File: src/rtl/irs2_tsa_servo.sv
// IRS2 TSA phase servo.
// Periodically triggers the sample-speed monitor and averages 2^AVG_LOG2
// phase readings relative to the target. It then nudges the Vdly DAC code
// by STEP whenever the averaged error leaves the deadband, and hands the
// new code to the DAC loader with a one-cycle strobe.
module irs2_tsa_servo #(
    parameter int unsigned PERIOD_CYCLES  = 1000000,
    parameter int unsigned TIMEOUT_CYCLES = 65535,
    parameter int unsigned AVG_LOG2       = 2,
    parameter int unsigned DEADBAND       = 2,
    parameter int unsigned STEP           = 1,
    parameter logic [11:0] INIT_VDLY      = 12'd2048
) (
    input  logic        clk_i,
    input  logic        rst_i,
    input  logic        present_i,
    input  logic        servo_en_i,
    input  logic [7:0]  target_i,
    output logic        mon_enable_o,
    input  logic        mon_done_i,
    input  logic [7:0]  mon_phase_i,
    output logic [11:0] vdly_o,
    output logic        vdly_load_o,
    input  logic        dac_busy_i,
    output logic [7:0]  avg_phase_o,
    output logic        valid_o,
    output logic        timeout_o,
    input  logic        timeout_clr_i
);

    // One down-counter serves both the period wait and the monitor timeout,
    // so it is sized for the larger of the two.
    localparam int unsigned MAX_CYCLES = (PERIOD_CYCLES > TIMEOUT_CYCLES) ? PERIOD_CYCLES : TIMEOUT_CYCLES;
    localparam int unsigned TMR_W      = (MAX_CYCLES > 1) ? $clog2(MAX_CYCLES) : 1;
    localparam int unsigned CNT_W      = AVG_LOG2 + 1;
    localparam int unsigned ACC_W      = 8 + AVG_LOG2;

    localparam logic [TMR_W-1:0] PERIOD_LOAD  = TMR_W'(PERIOD_CYCLES - 1);
    localparam logic [TMR_W-1:0] TIMEOUT_LOAD = TMR_W'(TIMEOUT_CYCLES - 1);
    localparam logic [CNT_W-1:0] CNT_LAST     = CNT_W'((1 << AVG_LOG2) - 1);
    localparam logic signed [9:0] DB_POS      = 10'(DEADBAND);
    localparam logic signed [9:0] DB_NEG      = 10'sd0 - DB_POS;
    localparam logic [12:0]       STEP_W      = 13'(STEP);

    typedef enum logic [2:0] {
        IDLE,
        WAIT_PERIOD,
        TRIG,
        WAIT_DONE,
        ACCUM,
        EVAL,
        LOAD,
        LOAD_WAIT
    } state_t;

    state_t                   state_q, state_d;
    logic [TMR_W-1:0]         timer_q, timer_d;
    logic [CNT_W-1:0]         cnt_q, cnt_d;
    logic signed [ACC_W-1:0]  acc_q, acc_d;
    logic [11:0]              vdly_q, vdly_d;
    logic [7:0]               avg_q, avg_d;
    logic                     valid_q, valid_d;
    logic                     load_q, load_d;
    logic                     timeout_q, timeout_d;
    logic                     timeout_set;

    // Datapath helpers
    logic [7:0]               offset;
    logic signed [ACC_W-1:0]  offset_ext;
    logic signed [ACC_W-1:0]  acc_sum;
    logic signed [ACC_W-1:0]  acc_shift;
    logic signed [7:0]        err;
    logic signed [9:0]        err_ext;
    logic [12:0]              vdly_up;
    logic [12:0]              vdly_dn;
    logic [11:0]              vdly_new;
    logic [7:0]               avg_new;

    // Modular difference reinterpreted as signed gives the shortest circular
    // distance, so readings straddling 0/255 average correctly.
    assign offset     = mon_phase_i - target_i;
    assign offset_ext = ACC_W'($signed(offset));
    assign acc_sum    = acc_q + offset_ext;
    assign acc_shift  = acc_q >>> AVG_LOG2;
    assign err        = acc_shift[7:0];
    assign err_ext    = 10'(err);
    assign avg_new    = target_i + $unsigned(err);
    assign vdly_up    = {1'b0, vdly_q} + STEP_W;
    assign vdly_dn    = {1'b0, vdly_q} - STEP_W;

    // Saturating correction: a phase ahead of target slows the delay line
    // down (lower code), a phase behind speeds it up.
    always_comb begin
        vdly_new = vdly_q;
        if (err_ext > DB_POS) begin
            vdly_new = vdly_dn[12] ? 12'd0 : vdly_dn[11:0];
        end else if (err_ext < DB_NEG) begin
            vdly_new = (vdly_up > 13'd4095) ? 12'hFFF : vdly_up[11:0];
        end
    end

    // Next-state logic and all register updates for the servo loop.
    always_comb begin
        state_d     = state_q;
        timer_d     = timer_q;
        cnt_d       = cnt_q;
        acc_d       = acc_q;
        vdly_d      = vdly_q;
        avg_d       = avg_q;
        valid_d     = 1'b0;
        load_d      = 1'b0;
        timeout_set = 1'b0;

        if (!present_i || !servo_en_i) begin
            // Abort from anywhere: drop partial averages, keep the DAC code.
            state_d = IDLE;
            cnt_d   = '0;
            acc_d   = '0;
        end else begin
            case (state_q)
                IDLE: begin
                    state_d = WAIT_PERIOD;
                    timer_d = PERIOD_LOAD;
                end
                WAIT_PERIOD: begin
                    if (timer_q == '0) begin
                        state_d = TRIG;
                    end else begin
                        timer_d = timer_q - TMR_W'(1);
                    end
                end
                TRIG: begin
                    timer_d = TIMEOUT_LOAD;
                    state_d = WAIT_DONE;
                end
                WAIT_DONE: begin
                    // A completion on the last allowed cycle is still accepted.
                    if (mon_done_i) begin
                        state_d = ACCUM;
                    end else if (timer_q == '0) begin
                        timeout_set = 1'b1;
                        acc_d       = '0;
                        cnt_d       = '0;
                        state_d     = WAIT_PERIOD;
                        timer_d     = PERIOD_LOAD;
                    end else begin
                        timer_d = timer_q - TMR_W'(1);
                    end
                end
                ACCUM: begin
                    acc_d = acc_sum;
                    cnt_d = cnt_q + CNT_W'(1);
                    if (cnt_q == CNT_LAST) begin
                        state_d = EVAL;
                    end else begin
                        state_d = WAIT_PERIOD;
                        timer_d = PERIOD_LOAD;
                    end
                end
                EVAL: begin
                    avg_d   = avg_new;
                    valid_d = 1'b1;
                    acc_d   = '0;
                    cnt_d   = '0;
                    if (vdly_new != vdly_q) begin
                        vdly_d  = vdly_new;
                        state_d = LOAD;
                    end else begin
                        state_d = WAIT_PERIOD;
                        timer_d = PERIOD_LOAD;
                    end
                end
                LOAD: begin
                    if (!dac_busy_i) begin
                        load_d  = 1'b1;
                        state_d = LOAD_WAIT;
                    end
                end
                LOAD_WAIT: begin
                    state_d = WAIT_PERIOD;
                    timer_d = PERIOD_LOAD;
                end
                default: begin
                    state_d = IDLE;
                end
            endcase
        end

        // Sticky flag: a fresh timeout beats a simultaneous clear.
        timeout_d = timeout_q;
        if (timeout_set) begin
            timeout_d = 1'b1;
        end else if (timeout_clr_i) begin
            timeout_d = 1'b0;
        end
    end

    // State and datapath registers with synchronous reset.
    always_ff @(posedge clk_i) begin
        if (rst_i) begin
            state_q   <= IDLE;
            timer_q   <= '0;
            cnt_q     <= '0;
            acc_q     <= '0;
            vdly_q    <= INIT_VDLY;
            avg_q     <= 8'd0;
            valid_q   <= 1'b0;
            load_q    <= 1'b0;
            timeout_q <= 1'b0;
        end else begin
            state_q   <= state_d;
            timer_q   <= timer_d;
            cnt_q     <= cnt_d;
            acc_q     <= acc_d;
            vdly_q    <= vdly_d;
            avg_q     <= avg_d;
            valid_q   <= valid_d;
            load_q    <= load_d;
            timeout_q <= timeout_d;
        end
    end

    assign mon_enable_o = (state_q == TRIG);
    assign vdly_o       = vdly_q;
    assign vdly_load_o  = load_q;
    assign avg_phase_o  = avg_q;
    assign valid_o      = valid_q;
    assign timeout_o    = timeout_q;

endmodule

File: config.mk
export PLATFORM = sky130hd
export DESIGN_NAME = irs2_tsa_servo
export DESIGN_NICKNAME = d
export VERILOG_FILES = /design/src/rtl/irs2_tsa_servo.sv
export SDC_FILE = /design/constraint.sdc
export NUM_CORES = 1
export LEC_CHECK = 0
export CAP_MARGIN = 20
export CORE_ASPECT_RATIO = 1.1
export CORE_MARGIN = 2
export CORE_UTILIZATION = 63
export DETAILED_ROUTE_END_ITERATION = 8
export GPL_TIMING_DRIVEN = 0
export PLACE_DENSITY = 0.87
export SYNTH_ARGS = -nofsm -noshare
export SYNTH_HDL_FRONTEND = slang
export SYNTH_SLANG_ARGS = --single-unit
File: constraint.sdc
create_clock -name clk_i -period 6.6 [get_ports clk_i]
set_clock_uncertainty 0.15 [all_clocks]
set_input_delay 0.99 -clock clk_i [delete_from_list [all_inputs] [get_ports clk_i]]
set_output_delay 0.99 -clock clk_i [all_outputs]
set_load 0.03 [all_outputs]
# ---- Yosys cells after proc, flatten, opt, wreduce, memory -nomap -nowiden
# Cells that the tools add are included.
# Widths: inputs -> output; s select.
dict set report word_totals {
  input_bits 23
  regBits 59
  word_cells 85
  out_inout_bits 24
}
dict set report op_classes {
  eq_ne 17
  n_addsub 7
  muxes 31
  order_cmp 3
  n_bitwise 2
  n_reduce_logical 16
}
# cell count
set ops {}
lappend ops {{$pmux 20 s6} 1}
lappend ops {{$mux 20} 5}
lappend ops {{$mux 12} 4}
lappend ops {{$pmux 10 s3} 1}
lappend ops {{$mux 3} 8}
lappend ops {{$pmux 3 s7} 1}
lappend ops {{$logic_not 20->1} 1}
lappend ops {{$mux 10} 2}
lappend ops {{$sub 20x1->20 const B} 1}
lappend ops {{$ne 2x2->1 const B} 7}
lappend ops {{$add 12x1->13 const B} 1}
lappend ops {{$gt 13x12->1 const B} 1}
lappend ops {{$sub 12x1->13 const B} 1}
lappend ops {{$eq 3x3->1 const B} 4}
lappend ops {{$ne 12x12->1} 1}
lappend ops {{$add 10x8->10} 1}
lappend ops {{$eq 3x2->1 const B} 3}
lappend ops {{$pmux 3 s3} 1}
lappend ops {{$reduce_and 3->1} 3}
lappend ops {{$add 8x8->8} 1}
lappend ops {{$gt 8x3->1 const B} 1}
lappend ops {{$lt 8x2->1 const B} 1}
lappend ops {{$mux 1} 8}
lappend ops {{$sub 8x8->8} 1}
lappend ops {{14 further kinds} 17}

# ---- Longest topological paths before layout
dict set report depth {
  word_depth 8
  ltp_mapped 18
  mapped_depth_nobuf 18
}

# ---- Least setup slack after synthesis
# Ideal clock, no wire load.
dict set report synth_timing {
  path_kind {input port to flip-flop}
  start {in mon_phase_i[0]}
  end {reg acc_q[9]}
  arrival_time_ps 3575
  path_buffers 0
  setup_slack_ps 2796
  setup_time_ps 80
  cell_stages 16
  required_time_ps 6370
  cell_sequence {inv_1 ha_1 inv_1 fa_1 a21o_1 a21oi_1 xnor2_1 ha_1 nand3_1 o2111a_1 nor3_1 a21o_1 a21oi_1 xnor2_1 o21ai_0 nor3b_1}
}
dict set report synth_between {
  elab_chain_len 3
}
# item line
set synth_rtl {}
lappend synth_rtl {{from (decl)} 21} ;# input logic [7:0] mon_phase_i,
lappend synth_rtl {{$sub 8x8->8} 81} ;# assign offset = mon_phase_i - target_i;
lappend synth_rtl {{$add 10x8->10} 83} ;# assign acc_sum = acc_q + offset_ext;
lappend synth_rtl {{$pmux 10 s3} 120} ;# case (state_q)
lappend synth_rtl {{to (signal assigned)} 204} ;# acc_q <= '0;
lappend synth_rtl {{to (signal assigned)} 214} ;# acc_q <= acc_d;
lappend synth_rtl {{to (decl)} 59} ;# logic signed [ACC_W-1:0] acc_q, acc_d;
# No other way between the ends.
# A chain may end at the register's enable or synchronous reset.

# ---- Final worst setup path
dict set report layout_timing {
  start {in target_i[0]}
  end {reg acc_q[9]}
}
dict set report layout_between {
  elab_chain_len 3
}
# item line
set layout_rtl {}
lappend layout_rtl {{from (decl)} 18} ;# input logic [7:0] target_i,
lappend layout_rtl {{$sub 8x8->8} 81}
lappend layout_rtl {{$add 10x8->10} 83}
lappend layout_rtl {{$pmux 10 s3} 120}
# No other way between the ends.

==> run_results.csv <==
group,metric,value,unit
floorplan,core,7050,um^2
sta,setup_viol,0,
worst_setup_path,start_kind,"primary input",
global_routing,grt_pass1_wl,22.4,mm
synth,synth_edf_count,0,
global_routing,grt_util_met3,6.27,%
global_routing,grt_pass1_vias,4869,
sta,period_minus_slack,4340,ps
floorplan,die_y,93.6,um
worst_setup_path,cp.buffers_inverters,2,
final_layout,fillCellCount,541,
pwr,leakagePower,1.99,nW
clocking,cts_tree,"yes",
clocking,root_buffer,"clkbuf_8",
clocking,insertion_delay,350,ps
worst_setup_path,path_common_cell,"a21oi_1",
route,drc_errors,0,
route,antenna_left,0,
floorplan,start_util,65.2,%
synth,synth_nets,661,
pwr,ir_drop,0.000129,V
synth,ys_ff_latch,59,
synth,ys.flop_type,"dfxtp_1",
worst_setup_path,cp.required,6730,ps
sta,hold_viol,0,
hold_path,hold_path.class,"reg -> reg",
global_routing,overflow,0,
global_routing,antenna_found_initial,0,
worst_setup_path,worstSetupPathType,"in -> reg",
worst_setup_path,worstSetupEndpointType,"register",
sta,slew_viol_final,0,
final_layout,most-common-layout-cells,"a21oi_1 (69), nor2_1 (68), dfxtp_1 (59), o21ai_0 (47), clkdlybuf4s50_1 (46)",
clocking,cts_max_level,3,
global_routing,grt_use_met2,59.4,%
route,drtIter0Drc,330,
worst_setup_path,reg2reg_to,"vdly_o[10]",
final_layout,instances_no_fill,753,
clocking,clk_path_buf_depth,2,
floorplan,num_rows,32,
synth,ys_types,69,
final_layout,n_antenna_cell,0,
global_routing,grt.total_usage,34.5,%
worst_setup_path,critPathSlowestCell,"clkdlybuf4s50_1",
worst_setup_path,cp-startpoint,"target_i[0]",
global_routing,grt_start_max_net_pins,13,
final_layout,syn2layout_area_growth,17.2,%
place,post-dp-hpwl,10.0,mm
global_routing,grt_use_met1,41.4,%
worst_setup_path,reg2reg_from,"vdly_o[0]",
worst_setup_path,endpoint,"acc_q[9]",
sta,fin_tns_setup,0,ps
final_layout,drive_above_1_share,7.04,%
worst_setup_path,worst_path_largest_cell_delay,490,ps
route,vias_per_cell,6.52,
sta,rsz0062_at_grt,"false",
sta,slew_headroom,47.6,%
route,dr.pass1.iters,5,
synth,synth.avg_cell_area,7.58,um^2
sta,finalCritPeriodShare,65.7,%
pwr,totalPowerFinal,0.908,mW
clocking,clock-sinks,59,
worst_setup_path,ff2ff_path_depth,12,
run_status,status,"complete, no violations",
route,vias,4913,
pwr,power_density,169,nW/um^2
worst_setup_path,crit_cells,18,
floorplan,die_area,7990,um^2
clocking,cts_hold_buf,0,
synth,synthCells,606,
worst_setup_path,crit_arrival,4460,ps
route,wire_per_inst,17.9,um
synth,synthArstFlopShare,0,%
clocking,path_clk_slew,80,ps
worst_setup_path,cpLargestDelayFamily,"compound AO/OA/AOI/OAI gates",
synth,syn_area,4590,um^2
clocking,post_cts_buffers,0,
global_routing,busiest_layer,"met2",
route,drt_wl_total,13.5,mm
synth,yosysSeqAreaShare,25.7,%
clocking,cts_inserted_buffers,9,
clocking,cts.repair.resized,0,
place,gp_congestion,0.922,
place,place_inst,737,
synth,ys.warnings.count,0,
sta,worst-slew-pin-transition,780,ps
worst_setup_path,ff2ff_setup_slack,2990,ps
place,port_buffers,46,
worst_setup_path,critPathMaxFanout,4,
final_layout,nNetsFinal,718,
flow_run,max_cap_violations,0,
final_layout,final_common_cell,"a21oi_1",
sta,max_freq,0.231,GHz
floorplan,ioPinCount,47,
floorplan,die_w,85.4,um
worst_setup_path,critical_path.cell_chain,"clkdlybuf4s50_1, ha_1, inv_1, fa_1, a21o_1, a21oi_1, o21bai_1, a21oi_1, xnor2_1, ha_1, nor3_1, o2111a_1, nor3_1, a21o_1, a21oi_1, xnor2_1, o21ai_0, nor3b_1",
final cells by class:
type | count | area (um^2) | area share [%]
Clock buffer | 9 | 124 | 2.30
Clock inverter | 7 | 98.8 | 1.84
Timing Repair Buffer | 46 | 460 | 8.55
Multi-Input combinational cell | 486 | 3140 | 58.3
Inverter | 25 | 93.8 | 1.74
Buffer | 36 | 181 | 3.37
Tap cell | 85 | 106 | 1.98
Sequential cell | 59 | 1180 | 21.9
cells in the mapped netlist, types with 3 or more instances:
cell	count	share of area [%]
nand2b_1	16	2.2
o211ai_1	5	0.82
inv_1	25	2.0
nor4_1	10	1.4
or2_2	4	0.54
and2_1	3	0.41
xor2_1	10	1.9
fa_1	3	1.3
nor3_1	28	3.1
buf_4	3	0.49
xnor2_1	14	2.7
nor2b_1	15	2.0
clkbuf_1	23	1.9
a211oi_1	13	2.1
a21oi_1	69	7.5
o31ai_1	5	0.82
or3_1	4	0.54
nand4_1	8	1.1
dfxtp_1	59	26
nor2_1	68	5.6
nand2_1	36	2.9
and3_1	3	0.41
a21o_1	13	2.1
buf_2	7	0.76
ha_1	29	7.9
o21ai_0	47	5.1
a31oi_1	10	1.4
a22oi_1	8	1.3
o21bai_1	3	0.49
nand3_1	12	1.3
tightest hold or removal path, cell delays in order, from the launching register on:
cell     delay (ps)
dfxtp_1         310
nand2_1          50
a21oi_1          50
stage by stage:
stage | hold WS [ps] | setup WS (ps) | utilization (%) | instance area, um^2
2_1_floorplan | 298 | 2800 | - | 4590
3_3_place_gp | 297 | 2020 | 73.2 | 5160
3_5_place_dp | 306 | 1950 | 73.2 | 5160
4_1_cts | 315 | 2270 | 76.4 | 5380
5_1_grt | 332 | 1930 | 76.4 | 5380
6_report | 312 | 2260 | 76.4 | 5380
registers in the layout (all words and copies together) (netlist names):
signal / flops
acc_q: 10
avg_phase_o: 8
cnt_q: 3
state_q: 3
timeout_o: 1
timer_q: 20
valid_o: 1
vdly_load_o: 1
vdly_o: 12
worst min path at each step:
| stage | cells after the start | slack, ps | to | startpoint |
|---|---|---|---|---|
| finish | 2 | 310 | avg_phase_o[5] | avg_phase_o[5] |
| global placement | 2 | 300 | avg_phase_o[0] | avg_phase_o[0] |
| global route | 2 | 330 | avg_phase_o[4] | avg_phase_o[4] |
| floorplan | 2 | 300 | timer_q[14] | timer_q[14] |
| CTS | 2 | 310 | avg_phase_o[5] | avg_phase_o[5] |
| detailed placement | 2 | 310 | avg_phase_o[0] | avg_phase_o[0] |
routing by layer:
metal | share of wire (%) | wire (um)
met1 | 40 | 5470
met2 | 49 | 6660
met3 | 6.8 | 918
met4 | 3.4 | 458
met5 | 0 | 0
cells by family after synthesis:
group                    count (synthesis)  synth area share [%]
AND/OR/NAND/NOR                        224                  25.3
AO/OA/AOI/OAI                          204                  28.8
buffers and inverters                   61                  5.99
flip-flops                              59                  25.7
adder cells (fa/ha/maj)                 32                  9.20
XOR/XNOR                                24                  4.58
multiplexers                             2                 0.436
where the power goes:
part           internal, mW  switching, mW  total, mW
logic                0.0648         0.0885      0.153
clock network         0.215          0.169      0.384
registers             0.363        0.00707      0.370
(Power assumes the default switching activity.)
==> variant (same flow settings) <==
Re-encode `state_t` (8 states) as Gray code, 3 bits wide.
--- a/src/rtl/irs2_tsa_servo.sv
+++ b/src/rtl/irs2_tsa_servo.sv
@@ -44,12 +44,12 @@
 
     typedef enum logic [2:0] {
-        IDLE,
-        WAIT_PERIOD,
-        TRIG,
-        WAIT_DONE,
-        ACCUM,
-        EVAL,
-        LOAD,
-        LOAD_WAIT
+        IDLE        = 3'b000,
+        WAIT_PERIOD = 3'b001,
+        TRIG        = 3'b011,
+        WAIT_DONE   = 3'b010,
+        ACCUM       = 3'b110,
+        EVAL        = 3'b111,
+        LOAD        = 3'b101,
+        LOAD_WAIT   = 3'b100
     } state_t;
 
Function: no difference found for any inputs over 10 cycles, from zero or initial values and one cycle with rst_i high; not proved beyond that.
==> variant against the unedited design <==
Routed wire length grew 7.7%. Sequential cell count is the same. First-iteration DRC count grew 43%. Setup slack lost 0.027 ns. Power shrank 6.1%. Area after synthesis grew 5.1%. Cell area grew 3.6%. Final cell count grew 4.5%. Combinational power grew 8%. Largest cell class unchanged.
==> variant: results <==
set metrics [dict create \
    status "complete, no violations" \
    finalNonFillerCells 787 \
    r2r_slack_ns 3.24 \
    dp_cells 771 \
    wl_per_cell_um 18.5 \
    hold_start "avg_phase_o[2]" \
    place_congestion 1.01 \
    comb_power_share 0.194 \
    synthesis.nets 693 \
    grt_usage 0.360 \
    power_clock_uw 317 \
    synth_fa_ha_area_frac 0.0876 \
    synth_cells 638 \
    peakVddDrop_mv 0.121 \
    yosys-top-cells-area "dfxtp_1 24%, ha_1 7.5%, a21oi_1 5.6%, nor2_1 5.1%, nand2_1 4.0%" \
    place_ws_ns 1.97 \
    synth_xor_area_frac 0.0417 \
    synthMuxAreaShare 0 \
    wl_met2_um 6950 \
    n_fill_cell 571 \
    slew_headroom 0.491 \
    hold_slack_ns 0.305 \
    portBuffers 46 \
    power_leakage_nw 2.08 \
    r2r_cells 11 \
    drive_gt1_frac 0.0814 \
    nNetsFinal 750 \
    min_to "avg_phase_o[2]" \
    grt_max_degree 11 \
    met2_usage 0.601 \
    crit_start "target_i[0]" \
    synth_common_cells "66 x nor2_1, 59 x dfxtp_1, 54 x a21oi_1" \
    worst_ep_arrival_time_ns 4.45 \
    worstHoldPathType "flip-flop to flip-flop" \
    cts.repair.resized 0 \
    grt_pass1_vias 5025 \
    max_stage_delay_ns 0.52 \
    seq_area_frac_synth 0.245 \
    wl_met3_um 1320 \
    use_met1 0.460 \
    switching_power_uw 264 \
    grt_pass1_wl_um 23900 \
    synth-compound-area-share 0.322 \
    hpwlAfterDp_um 10700 \
    drt-met1-wl_um 5840 \
    r2r-end "timer_q[18]" \
    htreeDepth 3 \
    use_met3 0.0643 \
    viasPerCell 6.69 \
    drt_iter0_drc 473 \
    synth_cell_type_count 75 \
    total_power_uw 853 \
    yosys_warnings 0 \
    final.period_utilization 0.661 \
    min_path_cells 2 \
]
[variant: cell types whose count changed in the layout (fill, tap and decap cells not counted), moves of 9 or more]
| cell | unedited run | this run |
|---|---|---|
| o21a_1 | 1 | 10 |
| nand2_1 | 36 | 52 |
| o21ai_0 | 47 | 37 |
| nor2b_1 | 15 | 5 |
| inv_1 | 25 | 34 |
| a21oi_1 | 69 | 54 |
[variant: final cells by class]
cell class	instances	area [um^2]	area share
Clock inverter	4	25.0	0.00449
Tap cell	87	109	0.0195
Multi-Input combinational cell	507	3340	0.600
Timing Repair Buffer	46	460	0.0826
Inverter	35	131	0.0236
Clock buffer	12	155	0.0278
Sequential cell	59	1180	0.212
Buffer	37	171	0.0307
[variant: per-stage QoR]
step | cell area (um^2) | util
finish | 5580 | 0.750
global route | 5580 | 0.750
CTS | 5580 | 0.750
detailed placement | 5400 | 0.726
global placement | 5400 | 0.726
floorplan | 4830 | -
